File: src/rtl/obstacle_sequencer.sv
// -----------------------------------------------------------------------------
// obstacle_sequencer
//
// Game-flow controller for an obstacle-dodging game. It picks the next
// obstacle with an 8-bit LFSR (never repeating the previous code), launches it,
// waits for it to finish, idles for a gap, and repeats. While an obstacle is
// running it detects collisions between the obstacle's current pixel and the
// player box, applies a hit cooldown, and counts down lives to game over.
//
// Ports
//   clk               clock
//   rst               synchronous, active-high reset
//   start_i           level; starts a game from IDLE or restarts from OVER
//   obstacle_done_i   OR of every obstacle block's done pulse
//   obstacle_x_i/y_i  current obstacle pixel (0/0 = no pixel)
//   player_x_i/y_i    player box top-left corner
//   selected_o        obstacle code broadcast to all obstacle blocks
//   play_selected_o   enables the selected obstacle
//   obstacle_start_o  one-cycle launch pulse (obstacle done_in)
//   hit_o             one-cycle collision pulse
//   lives_o           remaining lives
//   game_over_o       high while the game is over
// -----------------------------------------------------------------------------
module obstacle_sequencer #(
  parameter int         NUM_OBSTACLES = 4,
  parameter int         GAP_CYCLES    = 64,
  parameter int         HIT_COOLDOWN  = 1024,
  parameter int         LIVES         = 3,
  parameter int         PLAYER_SIZE   = 20,
  parameter logic [7:0] LFSR_SEED     = 8'hA5
) (
  input  logic        clk,
  input  logic        rst,
  input  logic        start_i,
  input  logic        obstacle_done_i,
  input  logic [11:0] obstacle_x_i,
  input  logic [11:0] obstacle_y_i,
  input  logic [11:0] player_x_i,
  input  logic [11:0] player_y_i,
  output logic [2:0]  selected_o,
  output logic        play_selected_o,
  output logic        obstacle_start_o,
  output logic        hit_o,
  output logic [1:0]  lives_o,
  output logic        game_over_o
);

  typedef enum logic [2:0] {
    S_IDLE,
    S_PICK,
    S_LAUNCH,
    S_RUN,
    S_GAP,
    S_OVER
  } state_t;

  localparam int              CNT_W      = 21;
  localparam logic [CNT_W-1:0] COOL_LOAD = CNT_W'(HIT_COOLDOWN - 1);
  localparam logic [CNT_W-1:0] GAP_LAST  = CNT_W'(GAP_CYCLES - 1);
  localparam logic [1:0]      LIVES_INIT = 2'(LIVES);

  state_t           state_q, state_d;
  logic [7:0]       lfsr_q, lfsr_d;
  logic [2:0]       last_q, last_d;
  logic [2:0]       sel_q, sel_d;
  logic             play_q, play_d;
  logic             launch_q, launch_d;
  logic             hit_q, hit_d;
  logic [1:0]       lives_q, lives_d;
  logic             over_q, over_d;
  logic [CNT_W-1:0] cool_q, cool_d;
  logic [CNT_W-1:0] gap_q, gap_d;

  // Next LFSR value and the code it proposes.
  logic [7:0] lfsr_nx;
  logic [2:0] cand;
  logic       cand_ok;

  assign lfsr_nx = {lfsr_q[6:0], lfsr_q[7] ^ lfsr_q[5] ^ lfsr_q[4] ^ lfsr_q[3]};
  assign cand    = lfsr_nx[2:0];
  assign cand_ok = (int'(cand) < NUM_OBSTACLES) &&
                   ((cand != last_q) || (NUM_OBSTACLES == 1));

  // Collision: compare in 13 bits so player + size cannot wrap past 4095.
  logic [12:0] ox_w, oy_w, px_w, py_w, px_end, py_end;
  logic        collide;
  logic        hit_ok;

  assign ox_w   = {1'b0, obstacle_x_i};
  assign oy_w   = {1'b0, obstacle_y_i};
  assign px_w   = {1'b0, player_x_i};
  assign py_w   = {1'b0, player_y_i};
  assign px_end = px_w + 13'(PLAYER_SIZE);
  assign py_end = py_w + 13'(PLAYER_SIZE);

  assign collide = ((obstacle_x_i | obstacle_y_i) != 12'd0) &&
                   (ox_w >= px_w) && (ox_w < px_end) &&
                   (oy_w >= py_w) && (oy_w < py_end);

  assign hit_ok = (state_q == S_RUN) && collide && (cool_q == '0);

  always_ff @(posedge clk) begin
    if (rst) begin
      state_q  <= S_IDLE;
      lfsr_q   <= LFSR_SEED;
      last_q   <= 3'b111;
      sel_q    <= 3'b000;
      play_q   <= 1'b0;
      launch_q <= 1'b0;
      hit_q    <= 1'b0;
      lives_q  <= 2'd0;
      over_q   <= 1'b0;
      cool_q   <= '0;
      gap_q    <= '0;
    end else begin
      state_q  <= state_d;
      lfsr_q   <= lfsr_d;
      last_q   <= last_d;
      sel_q    <= sel_d;
      play_q   <= play_d;
      launch_q <= launch_d;
      hit_q    <= hit_d;
      lives_q  <= lives_d;
      over_q   <= over_d;
      cool_q   <= cool_d;
      gap_q    <= gap_d;
    end
  end

  always_comb begin
    state_d  = state_q;
    lfsr_d   = lfsr_q;
    last_d   = last_q;
    sel_d    = sel_q;
    lives_d  = lives_q;
    gap_d    = gap_q;
    hit_d    = 1'b0;
    launch_d = 1'b0;
    // Cooldown runs down in every state, not only while an obstacle is live.
    cool_d   = (cool_q != '0) ? cool_q - CNT_W'(1) : cool_q;

    case (state_q)
      S_IDLE: begin
        if (start_i) begin
          lives_d = LIVES_INIT;
          cool_d  = '0;
          state_d = S_PICK;
        end
      end

      S_PICK: begin
        lfsr_d = lfsr_nx;
        if (cand_ok) begin
          sel_d    = cand;
          last_d   = cand;
          launch_d = 1'b1;
          state_d  = S_LAUNCH;
        end
      end

      S_LAUNCH: state_d = S_RUN;

      S_RUN: begin
        if (hit_ok) begin
          hit_d   = 1'b1;
          lives_d = (lives_q != 2'd0) ? lives_q - 2'd1 : 2'd0;
          // The hit cycle itself is part of the window, so the next hit can
          // land exactly HIT_COOLDOWN cycles after this one.
          cool_d  = COOL_LOAD;
        end
        // Losing the last life wins over a simultaneous obstacle_done.
        if (hit_ok && (lives_q <= 2'd1)) begin
          state_d = S_OVER;
        end else if (obstacle_done_i) begin
          state_d = S_GAP;
          gap_d   = '0;
        end
      end

      S_GAP: begin
        if (gap_q == GAP_LAST) begin
          state_d = S_PICK;
        end else begin
          gap_d = gap_q + CNT_W'(1);
        end
      end

      S_OVER: begin
        lives_d = 2'd0;
        if (start_i) begin
          lives_d = LIVES_INIT;
          state_d = S_PICK;
        end
      end

      default: state_d = S_IDLE;
    endcase

    // Outputs are registered from the next state so they line up with it.
    play_d = (state_d == S_LAUNCH) || (state_d == S_RUN);
    over_d = (state_d == S_OVER);
  end

  assign selected_o       = sel_q;
  assign play_selected_o  = play_q;
  assign obstacle_start_o = launch_q;
  assign hit_o            = hit_q;
  assign lives_o          = lives_q;
  assign game_over_o      = over_q;

endmodule

File: config.mk
export PLATFORM = sky130hd
export DESIGN_NAME = obstacle_sequencer
export DESIGN_NICKNAME = d
export VERILOG_FILES = /design/src/rtl/obstacle_sequencer.sv
export SDC_FILE = /design/constraint.sdc
export NUM_CORES = 1
export LEC_CHECK = 0
export ABC_AREA = 1
export BUFFER_PORTS_ARGS = -buffer_cell sky130_fd_sc_hd__buf_2
export CORE_AREA = 4 4 97 145
export CTS_BUF_LIST = sky130_fd_sc_hd__clkbuf_8
export CTS_CLUSTER_DIAMETER = 100
export DETAILED_ROUTE_END_ITERATION = 10
export DIE_AREA = 0 0 101 149
export PLACE_DENSITY = 0.58
export SYNTH_ARGS = -nofsm -noshare
export SYNTH_HDL_FRONTEND = slang
export SYNTH_SLANG_ARGS = --single-unit
File: constraint.sdc
create_clock -name clk -period 4.1 [get_ports clk]
set_input_delay 0.41 -clock clk [delete_from_list [all_inputs] [get_ports clk]]
set_output_delay 0.41 -clock clk [all_outputs]
set_load 0.005 [all_outputs]
==> results.json <==
{
  "yosys-top-cells-area": "dfxtp_1, ha_1, nand2_1",
  "overflow": 0,
  "cpLargestDelayFamily": "simple AND/OR/NAND/NOR gates",
  "ctsHoldBuffers": 0,
  "final_nets": 897,
  "portBuffers": 60,
  "cts.repair.resized": 0,
  "antenna_found_initial": 0,
  "finClkSkew_ns": 0.00950,
  "nFillCells": 1342,
  "area_growth_pct": 12.9,
  "postRouteWirelength_um": 12700,
  "instances_no_fill": 960,
  "seq_area_frac_synth_pct": 25.9,
  "dp_hpwl_um": 10400,
  "place_inst": 944,
  "outcome": "completed",
  "yosys.area.top_type": "dfxtp_1",
  "synth_top_cell_area_share_pct": 25.9,
  "cap_violations": 0,
  "grt_pass1_wl_um": 21400,
  "ir_worst_vdd_mv": 0.228,
  "grt_pass1_vias": 4991,
  "place_area_um2": 5480,
  "ys.flop_type": "dfxtp_1",
  "worst_slew_pin_slew_ns": 0.728,
  "slew_headroom_pct": 51.5,
  "htree_levels": 3,
  "synth_area_um2": 5020,
  "ys.warnings.count": 0,
  "crit_path_start_kind": "input pin",
  "wl_met1_um": 5130,
  "setup_tns_ns": 0,
  "synthCells": 735,
  "cts_tree": "built",
  "insertion_delay_ns": 0.35,
  "drive_above_1_share_pct": 17.1,
  "setup_viol": 0,
  "die_h_um": 149,
  "numCtsBuffers": 9,
  "power.density_nw_per_um2": 478,
  "drc": 0,
  "setup_slack_ns": 1.47,
  "yosysMostFrequentCell": "nand2_1",
  "place.gp.congestion": 0.945,
  "clk_pin_slew_ns": 0.07,
  "pre_cts_slack_ns": 1.10,
  "grt_usage_pct": 17.4,
  "drtIter0Drc": 182,
  "postCtsSetupBuffers": 0,
  "synthesis.nets": 836,
  "rows": 51,
  "p_leak_nw": 2.62,
  "synth_edf_count": 0,
  "fmax_mhz": 380,
  "die_w_um": 101,
  "critPathMaxFanout": 21,
  "clock_sinks": 65,
  "root_buffer": "clkbuf_8",
  "final_cell_area_um2": 5670,
  "highest_layer": "met4",
  "min_path_type": "in2reg",
  "fin_crit_ns": 2.63,
  "crit_buf_inv": 1,
  "vias": 4898,
  "crit_type": "in2reg",
  "route.met3.wl_um": 485,
  "start_util_pct": 39.2,
  "arrival_ns": 2.84,
  "ys_seq_elements": 65,
  "dr_wl_met2_um": 6600,
  "final_max_slew_viol_count": 0,
  "slowest_delay_ns": 0.30,
  "ctsLongestPathBuffers": 2,
  "core_um2": 12800,
  "synthDistinctLibCells": 39,
  "crit_chain": "buf_2, ha_1, nor2_1, nor2_2, nand3_1, xor2_1, ha_1, a21oi_1, o21a_1, a21oi_1, nor2_2, nand4_4, nand2_4, nand2_1, nand2_1, nor2_1",
  "critPathSlowestCell": "nand2_4",
  "dieArea_um2": 15000,
  "syn_avg_cell_area_um2": 6.84,
  "crit_required_ns": 4.31,
  "hold_violations": 0,
  "finalCritPeriodShare_pct": 64.2,
  "synthArstFlopShare_pct": 0,
  "drt-vias-per-instance": 5.10,
  "cp-end-kind": "flop",
  "grt_max_degree": 33,
  "ys_top_cells_by_count": "nand2_1, nor2_1, inv_1",
  "ios": 61,
  "postRouteAntennaNets": 0,
  "wl_per_cell_um": 13.2,
  "rsz0062_at_grt": "no",
  "firstDrtPassIters": 4,
  "holdWs_ns": 0.450,
  "diodes": 0
}
[logic make-up (layout without fill, tap and decap cells)]
family                   Yosys count  count (layout)  share of synthesized area (%)
XOR/XNOR                          45              45                           7.84
adder cells (fa/ha/maj)           49              49                           12.2
AO/OA/AOI/OAI                     98              98                           11.1
flip-flops                        65              65                           25.9
AND/OR/NAND/NOR                  376             376                           35.1
buffers and inverters            102             168                           7.92
[metrics by stage]
stage	util (%)	total power, W
floorplan	-	0.00190
detailed placement	42.7	0.00220
CTS	44.2	0.00276
global route	44.2	0.00298
global placement	42.7	0.00217
finish	44.2	0.00272
[worst register-to-register path: cells and delay by family (launching register included)]
| kind | cells | cell delay (ns) |
|---|---|---|
| flops | 1 | 0.32 |
| buf+inv | 2 | 0.19 |
| simple gates | 10 | 1.50 |
| fa+ha+maj | 1 | 0.17 |
[worst paths after layout]
path / start / endpoint / slack (ns) / cells past startpoint
worst max-delay path: player_y_i[2] / gap_q[1]$_SDFFE_PP0P_ / 1.47 / 16
worst min-delay path: obstacle_done_i / play_selected_o$_SDFF_PP0_ / 0.45 / 4
worst max register to register: cool_q[0]$_SDFF_PP0_ / cool_q[13]$_SDFF_PP0_ / 1.81 / 13
worst min register to register: selected_o[2]$_SDFFE_PP0P_ / selected_o[2]$_SDFFE_PP0P_ / 0.46 / 2
[state kept, by name (all words and copies together) (netlist names)]
signal            flops
cool_q               21
game_over_o           1
lfsr_q                8
selected_o            3
last_q                3
play_selected_o       1
state_q               3
gap_q                21
lives_o               2
obstacle_start_o      1
hit_o                 1
[final cells by class]
cell class	instances	area [um2]	share of cell area, %
clock inverters	6	57.6	1.01
multi-input cells	568	3330	58.6
flip-flops and latches	65	1300	22.9
well taps	159	199	3.51
inverters	90	338	5.95
clock buffers	10	138	2.43
repair buffers	62	315	5.56
[layout by cell type (no fill, tap or decap), drive strengths merged]
cell and n:
nand3b 2, inv 89, bufinv 1, ha 49, clkinvlp 1, nand4 27
and3 1, o21a 2, a21o 3, buf 62, clkbuf 10, a21oi 65
dfxtp 65, a31oi 2, or2 12, a22oi 1, nor4 10, xor2 37
nand3 42, clkinv 5, nand2 158, xnor2 8, o21ai 21, nor2 110
a211oi 2, o211ai 1, nor3 14, a31o 1
[metal layers]
metal / vias to the layer above / GRT usage [%]
met3: 29 / 2.48
met5: - / 0
li1: 2540 / -
met4: 0 / 8.98
met1: 2234 / 18.3
met2: 95 / 32.9
[power breakdown]
group | switching (W) | internal (W) | total [W]
sequential | 0.000114 | 0.000755 | 0.000869
combinational | 0.000800 | 0.000502 | 0.00130
clock | 0.000251 | 0.000293 | 0.000544
(Power assumes the default switching activity.)
